==> src/rtl/acc_framer_if.sv <==
// Sample stream between the upstream source, acc_framer and the macc.
// master = upstream side (drives din*), slave = framer side (drives dout* and new_acc).
interface acc_framer_if #(
  parameter int DIN1_WIDTH = 16,
  parameter int DIN2_WIDTH = 16
);
  logic signed [DIN1_WIDTH-1:0] din1;
  logic signed [DIN2_WIDTH-1:0] din2;
  logic                         din_valid;
  logic signed [DIN1_WIDTH-1:0] dout1;
  logic signed [DIN2_WIDTH-1:0] dout2;
  logic                         dout_valid;
  logic                         new_acc;

  modport master (
    output din1, din2, din_valid,
    input  dout1, dout2, dout_valid, new_acc
  );

  modport slave (
    input  din1, din2, din_valid,
    output dout1, dout2, dout_valid, new_acc
  );
endinterface

==> src/rtl/acc_framer.sv <==
// Frame controller ahead of the DSP48 macc: registers the sample stream, strobes
// new_acc every acc_len valid samples after arm+sync, and flushes one zero sample on stop.
module acc_framer #(
  parameter int DIN1_WIDTH      = 16,
  parameter int DIN2_WIDTH      = 16,
  parameter int ACC_LEN_WIDTH   = 32,
  parameter int FRAME_CNT_WIDTH = 32
) (
  input  logic                       clk,
  input  logic                       rst_n,
  acc_framer_if.slave                bus,
  input  logic [ACC_LEN_WIDTH-1:0]   acc_len,
  input  logic                       arm,
  input  logic                       stop,
  input  logic                       sync_in,
  output logic [FRAME_CNT_WIDTH-1:0] frame_cnt,
  output logic                       armed,
  output logic                       running
);

  typedef enum logic [1:0] {S_IDLE, S_ARMED, S_RUN, S_FLUSH} state_t;

  localparam logic [ACC_LEN_WIDTH-1:0]   LEN_ONE = ACC_LEN_WIDTH'(1);
  localparam logic [FRAME_CNT_WIDTH-1:0] CNT_ONE = FRAME_CNT_WIDTH'(1);

  state_t                   state;
  logic [ACC_LEN_WIDTH-1:0] idx;
  logic [ACC_LEN_WIDTH-1:0] len_q;
  logic                     sync_seen;
  logic                     stop_pend;

  logic [ACC_LEN_WIDTH-1:0] start_len;
  logic [ACC_LEN_WIDTH-1:0] cur_len;
  logic                     last_sample;
  logic                     take;

  // At idx 0 the frame length comes straight from acc_len, so a length-1 frame
  // closes on the very sample that opens it.
  // NOTE: every always_comb output gets a value on every path; a missing default infers a latch.
  always_comb begin
    start_len   = (acc_len == '0) ? LEN_ONE : acc_len;
    cur_len     = (idx == '0) ? start_len : len_q;
    last_sample = (idx == cur_len - LEN_ONE);
    take        = bus.din_valid &&
                  ((state == S_RUN) ||
                   ((state == S_ARMED) && !stop && (sync_in || sync_seen)));
  end

  // NOTE: reset is synchronous, so it lives inside the clocked block and wins over all other updates.
  // NOTE: all state here uses <=, so every branch sees pre-edge values regardless of statement order.
  always_ff @(posedge clk) begin
    if (!rst_n) begin
      state         <= S_IDLE;
      idx           <= '0;
      len_q         <= LEN_ONE;
      sync_seen     <= 1'b0;
      stop_pend     <= 1'b0;
      frame_cnt     <= '0;
      armed         <= 1'b0;
      running       <= 1'b0;
      bus.dout1     <= '0;
      bus.dout2     <= '0;
      bus.dout_valid <= 1'b0;
      bus.new_acc   <= 1'b0;
    end else begin
      bus.dout_valid <= 1'b0;
      bus.new_acc    <= 1'b0;

      if (take) begin
        bus.dout1      <= bus.din1;
        bus.dout2      <= bus.din2;
        bus.dout_valid <= 1'b1;
        bus.new_acc    <= (idx == '0);
        if (idx == '0) len_q <= start_len;
        if (last_sample) begin
          idx       <= '0;
          frame_cnt <= frame_cnt + CNT_ONE;
        end else begin
          idx <= idx + LEN_ONE;
        end
      end

      case (state)
        S_IDLE: begin
          if (arm) begin
            state     <= S_ARMED;
            armed     <= 1'b1;
            frame_cnt <= '0;
            sync_seen <= 1'b0;
            stop_pend <= 1'b0;
            idx       <= '0;
          end
        end
        S_ARMED: begin
          if (stop) begin
            state <= S_IDLE;
            armed <= 1'b0;
          end else if (take) begin
            state   <= S_RUN;
            armed   <= 1'b0;
            running <= 1'b1;
          end else if (sync_in) begin
            sync_seen <= 1'b1;
          end
        end
        S_RUN: begin
          // A stop is held until the frame in flight closes.
          if (take && last_sample && (stop || stop_pend)) begin
            state     <= S_FLUSH;
            stop_pend <= 1'b0;
          end else if (stop) begin
            stop_pend <= 1'b1;
          end
        end
        S_FLUSH: begin
          bus.dout1      <= '0;
          bus.dout2      <= '0;
          bus.dout_valid <= 1'b1;
          bus.new_acc    <= 1'b1;
          state          <= S_IDLE;
          running        <= 1'b0;
        end
        default: begin
          state   <= S_IDLE;
          armed   <= 1'b0;
          running <= 1'b0;
        end
      endcase
    end
  end

endmodule

==> src/flat_wrapper.sv <==
// flat-port wrapper written by rule: the top's interface ports become plain ports
module acc_framer_flat 
#(
  parameter int DIN1_WIDTH      = 16,
  parameter int DIN2_WIDTH      = 16,
  parameter int ACC_LEN_WIDTH   = 32,
  parameter int FRAME_CNT_WIDTH = 32
)
  (clk, rst_n, acc_len, arm, stop, sync_in, frame_cnt, armed, running, bus_din1, bus_din2, bus_din_valid, bus_dout1, bus_dout2, bus_dout_valid, bus_new_acc);
  acc_framer_if #(.DIN1_WIDTH(DIN1_WIDTH), .DIN2_WIDTH(DIN2_WIDTH)) bus_i ();
  input  logic clk;
  input  logic rst_n;
  input  logic [ACC_LEN_WIDTH-1:0] acc_len;
  input  logic arm;
  input  logic stop;
  input  logic sync_in;
  output logic [FRAME_CNT_WIDTH-1:0] frame_cnt;
  output logic armed;
  output logic running;
  input wire logic [$bits(bus_i.din1)-1:0] bus_din1;
  input wire logic [$bits(bus_i.din2)-1:0] bus_din2;
  input wire logic [$bits(bus_i.din_valid)-1:0] bus_din_valid;
  output wire logic [$bits(bus_i.dout1)-1:0] bus_dout1;
  output wire logic [$bits(bus_i.dout2)-1:0] bus_dout2;
  output wire logic [$bits(bus_i.dout_valid)-1:0] bus_dout_valid;
  output wire logic [$bits(bus_i.new_acc)-1:0] bus_new_acc;
  assign bus_i.din1 = bus_din1;
  assign bus_i.din2 = bus_din2;
  assign bus_i.din_valid = bus_din_valid;
  assign bus_dout1 = bus_i.dout1;
  assign bus_dout2 = bus_i.dout2;
  assign bus_dout_valid = bus_i.dout_valid;
  assign bus_new_acc = bus_i.new_acc;
  acc_framer #(.DIN1_WIDTH(DIN1_WIDTH), .DIN2_WIDTH(DIN2_WIDTH), .ACC_LEN_WIDTH(ACC_LEN_WIDTH), .FRAME_CNT_WIDTH(FRAME_CNT_WIDTH)) u_core (.clk(clk), .rst_n(rst_n), .bus(bus_i), .acc_len(acc_len), .arm(arm), .stop(stop), .sync_in(sync_in), .frame_cnt(frame_cnt), .armed(armed), .running(running));
endmodule
==> config.mk <==
export PLATFORM = sky130hd
export DESIGN_NAME = acc_framer_flat
export DESIGN_NICKNAME = d
export VERILOG_FILES = /design/src/rtl/acc_framer_if.sv /design/src/rtl/acc_framer.sv /design/src/flat_wrapper.sv
export SDC_FILE = /design/constraint.sdc
export NUM_CORES = 1
export LEC_CHECK = 0
export ABC_AREA = 1
export BUFFER_PORTS_ARGS = -buffer_cell sky130_fd_sc_hd__buf_4
export CAP_MARGIN = 40
export CORE_MARGIN = 2
export CORE_UTILIZATION = 35
export CTS_CLUSTER_SIZE = 30
export DETAILED_ROUTE_END_ITERATION = 10
export SETUP_SLACK_MARGIN = 0.1
export SYNTH_ARGS = -nofsm -noshare
export SYNTH_HDL_FRONTEND = slang
export SYNTH_SLANG_ARGS = --single-unit
==> constraint.sdc <==
create_clock -name clk -period 4.8 [get_ports clk]
set_input_delay 0.48 -clock clk [delete_from_list [all_inputs] [get_ports clk]]
set_output_delay 0.48 -clock clk [all_outputs]
set_load 0.02 [all_outputs]
==> flow_summary_export.csv, run 1 <==
group,metric,value,unit
floorplanning,rows,58,
route,vias,9488,
clock_network,clock-root-buffer,"clkbuf_16",
logic_synthesis,syn_inst,1455,
floorplanning,core_region_area,25000,um^2
route,avgViaCountPerCell,4.93,
global_routing,grt_overflow,0,
pwr,powerDensity,265,nW/um^2
clock_network,h-tree-depth,4,
sta,fmaxAchievable,233,MHz
sta,report.final.slew_viol_count,0,
global_routing,first_global_vias,9088,
logic_synthesis,synth_top_cell_area_share,30.9,%
logic_synthesis,yosysWarnings,0,
pwr,p_sw_share,30.8,%
floorplanning,die_y,163,um
worst_setup_path,critPathArrivalTime,4.63,ns
logic_synthesis,synth_nets,1529,
logic_synthesis,synth_most_common_cell,"nand2_1",
place,detailed_place_hpwl,22700,um
worst_hold_path,min_path_type,"input port to flop",
run,max_cap_viol_count,0,
place,globalplace.congestion,0.965,
sta,clock_skew,0.0197,ns
floorplanning,die_w,163,um
pwr,p_clk_share,47.3,%
layout,area_growth,22.0,%
layout,layout-drive-gt1-share,16.4,%
route,first_pass_iters,5,
sta,slew_headroom,53.2,%
worst_setup_path,cp-start-kind,"flop",
clock_network,clk_path_buf_depth,2,
worst_setup_path,worstPathMaxFanout,37,
place,port_buffers,137,
worst_setup_path,worstPathRequired,5.13,ns
layout,antenna_cells,0,
pwr,power.switching,877,uW
pwr,p_int,1970,uW
worst_setup_path,critPathKind,"flop to flop",
logic_synthesis,yosysTopAreaCell,"dfxtp_1",
clock_network,cts_tree,"done",
floorplanning,start_util,35.3,%
logic_synthesis,ys_ff_latch,136,
global_routing,grt_pass1_wl,46900,um
layout,layout.nets,1654,
outcome,status,"finished, final reports clean",
global_routing,antenna_found_initial,0,
clock_network,path_clk_slew,0.08,ns
logic_synthesis,ys.flop_type,"dfxtp_1",
sta,finalCritPeriodShare,89.4,%
sta,hold_viol_final,0,
logic_synthesis,async_reset_ff_share,0,%
worst_setup_path,crit_path_end_kind,"flop",
global_routing,grt_max_degree,44,
pwr,ir_drop,173,uV
logic_synthesis,synth_edf_count,0,
floorplanning,io_pins,138,
logic_synthesis,synth_area_leaders,"dfxtp_1 31%, nand2_1 20%, nor2_1 9.6%",
pwr,finalPower,2850,uW
route,routedWlPerCell,15.1,um
sta,setup_viol,0,
sta,tns,0,ns
route,ant_nets,0,
route,drc_errors,0,
clock_network,cts_hold_buf,0,
pwr,p_leak,0.00464,uW
logic_synthesis,ys_types,41,
clock_network,numCtsBuffers,17,
logic_synthesis,synth_commonest_cells,"464 x nand2_1, 226 x nor2_1, 154 x inv_1, 136 x dfxtp_1, 89 x a21oi_1",
clock_network,clock-sinks,136,
global_routing,grt_usage,22.3,%
clock_network,worstSkewPairLatency,0.44,ns
logic_synthesis,seq_area_frac_synth,30.9,%
pwr,power_frac_seq,40.5,%
sta,grt_setup_unrepaired,"false",
logic_synthesis,synth_area,8820,um^2
route,first_iter_violations,591,
sta,layout_min_cycle_time,4.29,ns
logic_synthesis,syn_avg_cell_area,6.06,um^2
sta,worst_slew_pin_slew,0.701,ns
floorplanning,die-area,26500,um^2
pwr,pwr-share-comb,12.2,%
route,drt_wl_total,29100,um
## path summary, 6_finish.rpt
kind	startpoint	endpoint	slack [ns]	cells after the start
worst max-delay path	u_core.idx[0]	u_core.frame_cnt[19]	0.51	26
worst min-delay path	bus_din2[7]	u_core.bus.dout2[7]	0.29	3
worst max register to register	u_core.idx[0]	u_core.frame_cnt[19]	0.51	26
worst min register to register	u_core.len_q[19]	u_core.len_q[19]	0.46	2
## layer usage
metal | GRT usage [%] | vias to the layer above | routed length, um
met5 | 0 | - | 0
met3 | 5.25 | 50 | 2250
met2 | 35.9 | 305 | 13000
met1 | 29.2 | 4314 | 13000
li1 | - | 4819 | -
met4 | 8.21 | 0 | 786
## registers in the layout, indices dropped and copies added (netlist names), named ones only
name	cells
u_core.armed	1
u_core.bus.dout1	16
u_core.bus.dout2	16
u_core.bus.dout_valid	1
u_core.bus.new_acc	1
u_core.frame_cnt	32
u_core.idx	32
u_core.len_q	32
u_core.running	1
u_core.state	1
u_core.stop_pend	1
u_core.sync_seen	1
## through the flow
step	utilization, %	instances	worst slack (ns)	hold slack (ns)	cell area (um^2)
final	43.1	1923	0.507	0.292	10800
after detailed placement	40.6	1891	0.388	0.452	10100
after floorplan	-	1455	1.41	0.437	8820
after global placement	40.4	1889	0.385	0.449	10100
after global routing	43.1	1923	0.134	0.282	10800
after CTS	43.0	1923	0.361	0.277	10700
## critical path: stages, from the launching register on
cell     delay, ns
dfxtp_1       0.33
inv_1         0.12
ha_1          0.28
nand2_1       0.09
nor2_2        0.21
nand2_4       0.12
nor2_8        0.16
buf_4         0.35
nor2_1        0.10
nor2_1        0.38
nand2_1       0.10
nor2_1        0.23
nand2_1       0.10
nor2_1        0.17
nand2_1       0.07
nand2_1       0.08
nand2_1       0.07
nor2_1        0.13
nand3_1       0.15
nor2_4        0.14
nand3_4       0.18
nor2_8        0.22
inv_2         0.08
nor2_1        0.14
nand2_1       0.07
nand2_1       0.06
nor2_1        0.04
## power groups by stage
stage | sequential (uW) | combinational, uW | clock [uW]
after floorplan | 1190 | 201 | 0
after global placement | 1180 | 342 | 0
after detailed placement | 1180 | 345 | 0
after CTS | 1160 | 346 | 1370
after global routing | 1160 | 385 | 1420
final | 1160 | 348 | 1350
## layout make-up
| cell class | count | area (um^2) |
|---|---|---|
| Clock inverter | 15 | 170 |
| Clock buffer | 17 | 425 |
| Sequential cell | 136 | 2720 |
| Timing Repair Buffer | 146 | 1120 |
| Fill cell | 2741 | 14200 |
| Tap cell | 330 | 413 |
| Inverter | 168 | 631 |
| Multi-Input combinational cell | 1111 | 5270 |
## cells in the final DEF (no fill, tap or decap), types with 4 or more instances in the layout
cell type / count
nand2_1: 463
nor2_1: 221
inv_1: 154
buf_4: 144
dfxtp_1: 136
a21oi_1: 89
nand3_1: 64
xor2_1: 47
nor3_1: 41
nand4_1: 34
nor2_2: 32
o21ai_0: 19
nand2_2: 18
clkbuf_16: 17
o21ai_1: 12
inv_2: 11
nor4_1: 9
nor2_4: 8
xnor2_1: 7
inv_8: 7
nand2_4: 4
or2_2: 4
nor3b_1: 4
a211oi_1: 4
ha_1: 4
## what timing repair did
item / 4_1_cts / 5_1_grt
resized for setup: 0 / 6
setup buffers: 0 / 0
endpoints found under the setup margin: 0 / 39
## kinds of logic (layout without fill, tap and decap cells)
group | Yosys count | count (layout) | synth area share (%)
and+or+nand+nor | 919 | 919 | 45.6
buffers and inverters | 208 | 346 | 9.66
DFF | 136 | 136 | 30.9
AOI/OAI and AO/OA | 134 | 134 | 7.95
xor gates and xnor gates | 54 | 54 | 5.36
adders and majority gates | 4 | 4 | 0.568
Power figures use the tool's default switching activity.
==> run 2, diff against run 1 <==
==> constraint.sdc (replaced) <==
create_clock -name clk -period 3.5 [get_ports clk]
set_input_delay 0.35 -clock clk [delete_from_list [all_inputs] [get_ports clk]]
set_output_delay 0.35 -clock clk [all_outputs]
set_load 0.02 [all_outputs]
==> run 2 against run 1 <==
Against the previous run:
- highest routed layer unchanged
- register-to-register slack worse by 0.61 ns
- clock power is 31% higher
- final cell count is 11% higher
- the run now ends with negative setup slack left
- flip-flop and latch count stayed put
- core utilization is 8.8 points higher
- via count is 8.2% higher
==> flow_summary_export.csv, run 2 (synthesis results as in run 1) <==
group,metric,value,unit
clock_network,h-tree-depth,4,
worst_setup_path,worstPathMaxFanout,8,
pwr,p_leak,0.00574,uW
place,detailed_place_hpwl,23900,um
layout,top_regs,"u_core.frame_cnt: 32 flops, u_core.idx: 32 flops, u_core.len_q: 32 flops",
layout,final_cell_mix,"434 x nand2_1, 327 x buf_4, 194 x nor2_1",
global_routing,grt_max_degree,49,
global_routing,grt_pass1_wl,50400,um
run,max_cap_viol_count,0,
place,globalplace.congestion,0.931,
place,port_buffers,137,
outcome,status,"finished, violations left",
pwr,powerDensity,311,nW/um^2
floorplanning,rows,58,
worst_setup_path,slowest_delay,0.33,ns
floorplanning,die-area,26500,um^2
route,vias,10300,
layout,layout_commonest_cell,"nand2_1",
layout,multi_input_area,5770,um^2
floorplanning,core_region_area,25000,um^2
clock_network,clock-root-buffer,"clkbuf_16",
worst_setup_path,critPathArrivalTime,3.94,ns
place,dpl.cell_count,2067,
sta,fmaxAchievable,278,MHz
layout,fillCellCount,2538,
place,place_ws,-0.566,ns
clock_network,path_clk_slew,0.08,ns
floorplanning,start_util,35.3,%
global_routing,grt_usage,23.9,%
route,met2_length,14800,um
layout,antenna_cells,0,
layout,layout.nets,1858,
route,wl_met1,14200,um
place,placed_area,11500,um^2
floorplanning,die_y,163,um
sta,setup_slack,-0.102,ns
worst_setup_path,path_delay_family,"simple AND/OR/NAND/NOR gates",
layout,area_growth,46.8,%
sta,hold_viol_final,0,
sta,finalCritPeriodShare,103,%
sta,slew_headroom,48.7,%
worst_setup_path,crit_path_end_kind,"flop",
worst_setup_path,critPathKind,"flop to flop",
route,met3_length,1860,um
layout,instances_no_fill,2127,
sta,grt_setup_unrepaired,"true",
sta,setup_viol,50,
floorplanning,io_pins,138,
clock_network,cts_tree,"done",
route,avgViaCountPerCell,4.83,
sta,worst_slew_pin_slew,0.759,ns
worst_hold_path,min_path_type,"input port to flop",
worst_setup_path,timing.critical_path.buf_inv,3,
pwr,ir_drop,308,uV
outcome,violations,"negative setup slack",
route,routedWlPerCell,14.8,um
layout,layout-drive-gt1-share,31.4,%
clock_network,clock-sinks,136,
pwr,finalPower,4020,uW
global_routing,first_global_vias,9708,
floorplanning,die_w,163,um
global_routing,grt_overflow,0,
worst_setup_path,cp_common_cell,"nand2_2",
clock_network,worstSkewPairLatency,0.44,ns
route,drc_errors,0,
route,first_pass_iters,5,
worst_setup_path,cp-start-kind,"flop",
layout,design_area,12900,um^2
route,first_iter_violations,678,
sta,report.final.slew_viol_count,0,
sta,layout_min_cycle_time,3.60,ns
global_routing,antenna_found_initial,0,
clock_network,numCtsBuffers,17,
worst_setup_path,worstPathRequired,3.84,ns
sta,whs,0.168,ns
worst_setup_path,slowest_stage,"dfxtp_2",
route,drt_wl_total,31400,um
clock_network,clk_path_buf_depth,2,
sta,clock_skew,0.0154,ns
layout,regArea,2730,um^2
route,top_layer,"met4",
route,ant_nets,0,
[run 2: changes by cell type in the layout (fill, tap and decap cells not counted), sizes merged]
cell	change
buf	+201
bufbuf	+2
clkinv	-2
clkinvlp	+2
clkbuf	+1
inv	-1
nor2	+1
[run 2: metal layers]
layer | global-route usage (%) | up-vias
met5 | 0 | -
met4 | 6.11 | 0
met3 | 4.35 | 34
met2 | 39.7 | 288
met1 | 31.9 | 4707
li1 | - | 5234
[run 2: worst paths after layout]
kind                                  startpoint                    to  slack [ns]  cells past startpoint
worst min-delay path                     sync_in      u_core.sync_seen        0.17                      3
worst max-delay path               u_core.idx[0]  u_core.frame_cnt[29]       -0.10                     29
worst max register to register     u_core.idx[0]  u_core.frame_cnt[29]       -0.10                     29
worst min register to register  u_core.len_q[28]      u_core.len_q[28]        0.46                      2
[run 2: area by class of cell]
class,instances,area share (%)
Multi-Input combinational cell,1112,44.6
Clock buffer,18,3.32
Timing Repair Buffer,349,21.9
Tap cell,330,3.19
Clock inverter,14,0.996
Inverter,168,4.89
Sequential cell,136,21.1
[run 2: repair_timing]
action,4_1_cts,5_1_grt
hold buffers,0,0
gates cloned,5,0
pin swaps,37,45
resized for setup,82,76
endpoints found under the setup margin,66,66
hold endpoints to repair,0,0
setup buffers,15,9
[run 2: where the power goes]
group | leakage (uW) | total (uW) | switching [uW] | internal (uW)
clock | 0.000266 | 1770 | 833 | 939
combinational | 0.00438 | 660 | 363 | 297
sequential | 0.00110 | 1590 | 14.6 | 1570
total | 0.00574 | 4020 | 1210 | 2810
[run 2: worst register-to-register path: cells and delay by family, from the launching register on]
| family | cells | cell delay, ns |
|---|---|---|
| AND/OR/NAND/NOR | 24 | 2.55 |
| buffers and inverters | 3 | 0.30 |
| adder cells (fa/ha/maj) | 2 | 0.34 |
| flip-flops | 1 | 0.33 |
[run 2: per-stage QoR]
step | utilization (%) | setup TNS [ns]
floorplan | - | 0
global placement | 45.9 | -30.29
detailed placement | 46.1 | -28.86
CTS | 50.4 | -0.774
global route | 51.8 | -17.97
finish | 51.8 | -1.98
==> run 3, diff against run 2 <==
==> constraint.sdc (replaced) <==
create_clock -name clk -period 3.5 [get_ports clk]
set_input_delay 0.35 -clock clk [delete_from_list [all_inputs] [get_ports clk]]
set_output_delay 0.35 -clock clk [all_outputs]
set_load 0.05 [all_outputs]
==> run 3 against run 2 <==
Against the previous run:
- the run still ends with negative setup slack left
- clock power barely moved
- combinational power fell by 3.9%
- hold slack got worse by 0.0030 ns
- setup slack improved by 0.074 ns
- register-to-register slack improved by 0.07 ns
- sequential power barely moved
- critical endpoint is now u_core.state[0]
==> flow_summary_export.csv, run 3 (synthesis results as in run 1) <==
group,metric,value,unit
worst_setup_path,timing.critical_path.buf_inv,3,
worst_setup_path,critPathArrivalTime,3.86,ns
worst_setup_path,cp_common_cell,"nor2_1",
route,top_layer,"met4",
layout,final_core_util,50.3,%
global_routing,grt_max_degree,38,
floorplanning,rows,58,
worst_setup_path,path_delay_family,"simple AND/OR/NAND/NOR gates",
layout,area_growth,42.4,%
worst_setup_path,crit_path_end_kind,"flop",
sta,fmaxAchievable,283,MHz
sta,layout_min_cycle_time,3.53,ns
layout,design_area,12600,um^2
layout,top_regs,"u_core.frame_cnt: 32 flops, u_core.idx: 32 flops, u_core.len_q: 32 flops",
floorplanning,start_util,35.3,%
worst_setup_path,slowest_delay,0.33,ns
clock_network,clk_path_buf_depth,2,
worst_hold_path,hold_depth,3,
sta,slew_headroom,45.0,%
sta,worst_slew_pin_slew,0.817,ns
floorplanning,core_region_area,25000,um^2
route,met3_length,2040,um
layout,fillCellCount,2558,
sta,clock_skew,0.0176,ns
sta,report.final.slew_viol_count,0,
worst_setup_path,worstPathRequired,3.83,ns
sta,grt_setup_unrepaired,"true",
route,first_iter_violations,604,
layout,final_cell_mix,"437 x nand2_1, 306 x buf_4, 193 x nor2_1",
floorplanning,die-area,26500,um^2
pwr,powerDensity,320,nW/um^2
worst_setup_path,r2r_cells,26,
clock_network,worstSkewPairLatency,0.44,ns
clock_network,clock-root-buffer,"clkbuf_16",
global_routing,grt_usage,22.9,%
route,wl_met1,13800,um
worst_setup_path,slowest_stage,"dfxtp_2",
pwr,p_leak,0.00557,uW
floorplanning,die_y,163,um
clock_network,clock-sinks,136,
global_routing,grt_pass1_wl,48300,um
layout,antenna_cells,0,
floorplanning,die_w,163,um
clock_network,h-tree-depth,4,
route,ant_nets,0,
worst_setup_path,critPathKind,"flop to flop",
place,detailed_place_hpwl,23300,um
worst_setup_path,worstSetupPathDepth,26,
place,port_buffers,137,
pwr,ir_drop,241,uV
place,placed_area,11300,um^2
sta,setup_slack,-0.0282,ns
route,drc_errors,0,
sta,finalCritPeriodShare,101,%
place,place_ws,-0.276,ns
outcome,violations,"negative setup slack",
sta,setup_viol,9,
layout,layout_commonest_cell,"nand2_1",
route,first_pass_iters,5,
global_routing,antenna_found_initial,0,
clock_network,cts_tree,"done",
pwr,finalPower,4020,uW
route,vias,10100,
layout,layout-drive-gt1-share,29.4,%
clock_network,cts_hold_buf,0,
outcome,status,"finished, violations left",
route,drt_wl_total,30300,um
run,max_cap_viol_count,0,
global_routing,grt_overflow,0,
clock_network,path_clk_slew,0.07,ns
place,globalplace.congestion,0.975,
worst_setup_path,cp-start-kind,"flop",
route,met2_length,13800,um
worst_setup_path,worstPathMaxFanout,5,
worst_hold_path,min_path_type,"input port to flop",
worst_setup_path,reg2reg_slack,-0.03,ns
layout,layout.nets,1827,
clock_network,numCtsBuffers,17,
route,routedWlPerCell,14.5,um
global_routing,first_global_vias,9709,
sta,hold_viol_final,0,
route,avgViaCountPerCell,4.83,
floorplanning,io_pins,138,
-- run 3: through the flow --
stage | std cells | hold WS, ns | setup TNS [ns]
final | 2096 | 0.165 | -0.134
after global routing | 2096 | 0.152 | -10.18
after CTS | 2083 | 0.156 | -0.00145
after detailed placement | 2045 | 0.453 | -8.93
after global placement | 2044 | 0.447 | -5.19
after floorplan | 1455 | 0.437 | 0
-- run 3: repair_timing --
action,in CTS,in global routing
cloned,1,2
setup buffers,5,12
gates resized for setup,54,84
pin swaps,27,55
endpoints found under the setup margin,66,66
-- run 3: layer usage --
metal	up-vias	global-route usage [%]
met2	291	38.1
met4	0	6.72
met1	4599	29.8
met5	-	0
li1	5182	-
met3	45	5.04
-- run 3: final cells by class --
class / count / area [um^2] / area share [%]
well taps: 330 / 413 / 3.29
flip-flops and latches: 136 / 2730 / 21.7
clock buffers: 18 / 429 / 3.42
multi-input cells: 1112 / 5720 / 45.5
clock inverters: 14 / 140 / 1.12
inverters: 168 / 633 / 5.04
repair buffers: 318 / 2500 / 19.9
-- run 3: worst paths after layout --
| path | endpoint | start |
|---|---|---|
| worst max-delay path | u_core.state[0] | u_core.idx[0] |
| worst min-delay path | u_core.bus.dout2[1] | bus_din2[1] |
| worst max register to register | u_core.state[0] | u_core.idx[0] |
| worst min register to register | u_core.len_q[29] | u_core.len_q[29] |
-- run 3: tightest hold or removal path, stage by stage --
cell	delay, ns
buf_4	0.07
nand2_1	0.04
a21oi_1	0.10
-- run 3: report_power, final --
group,switching [uW],internal (uW)
clock,799,998
combinational,371,262
sequential,14.8,1570
total,1190,2830
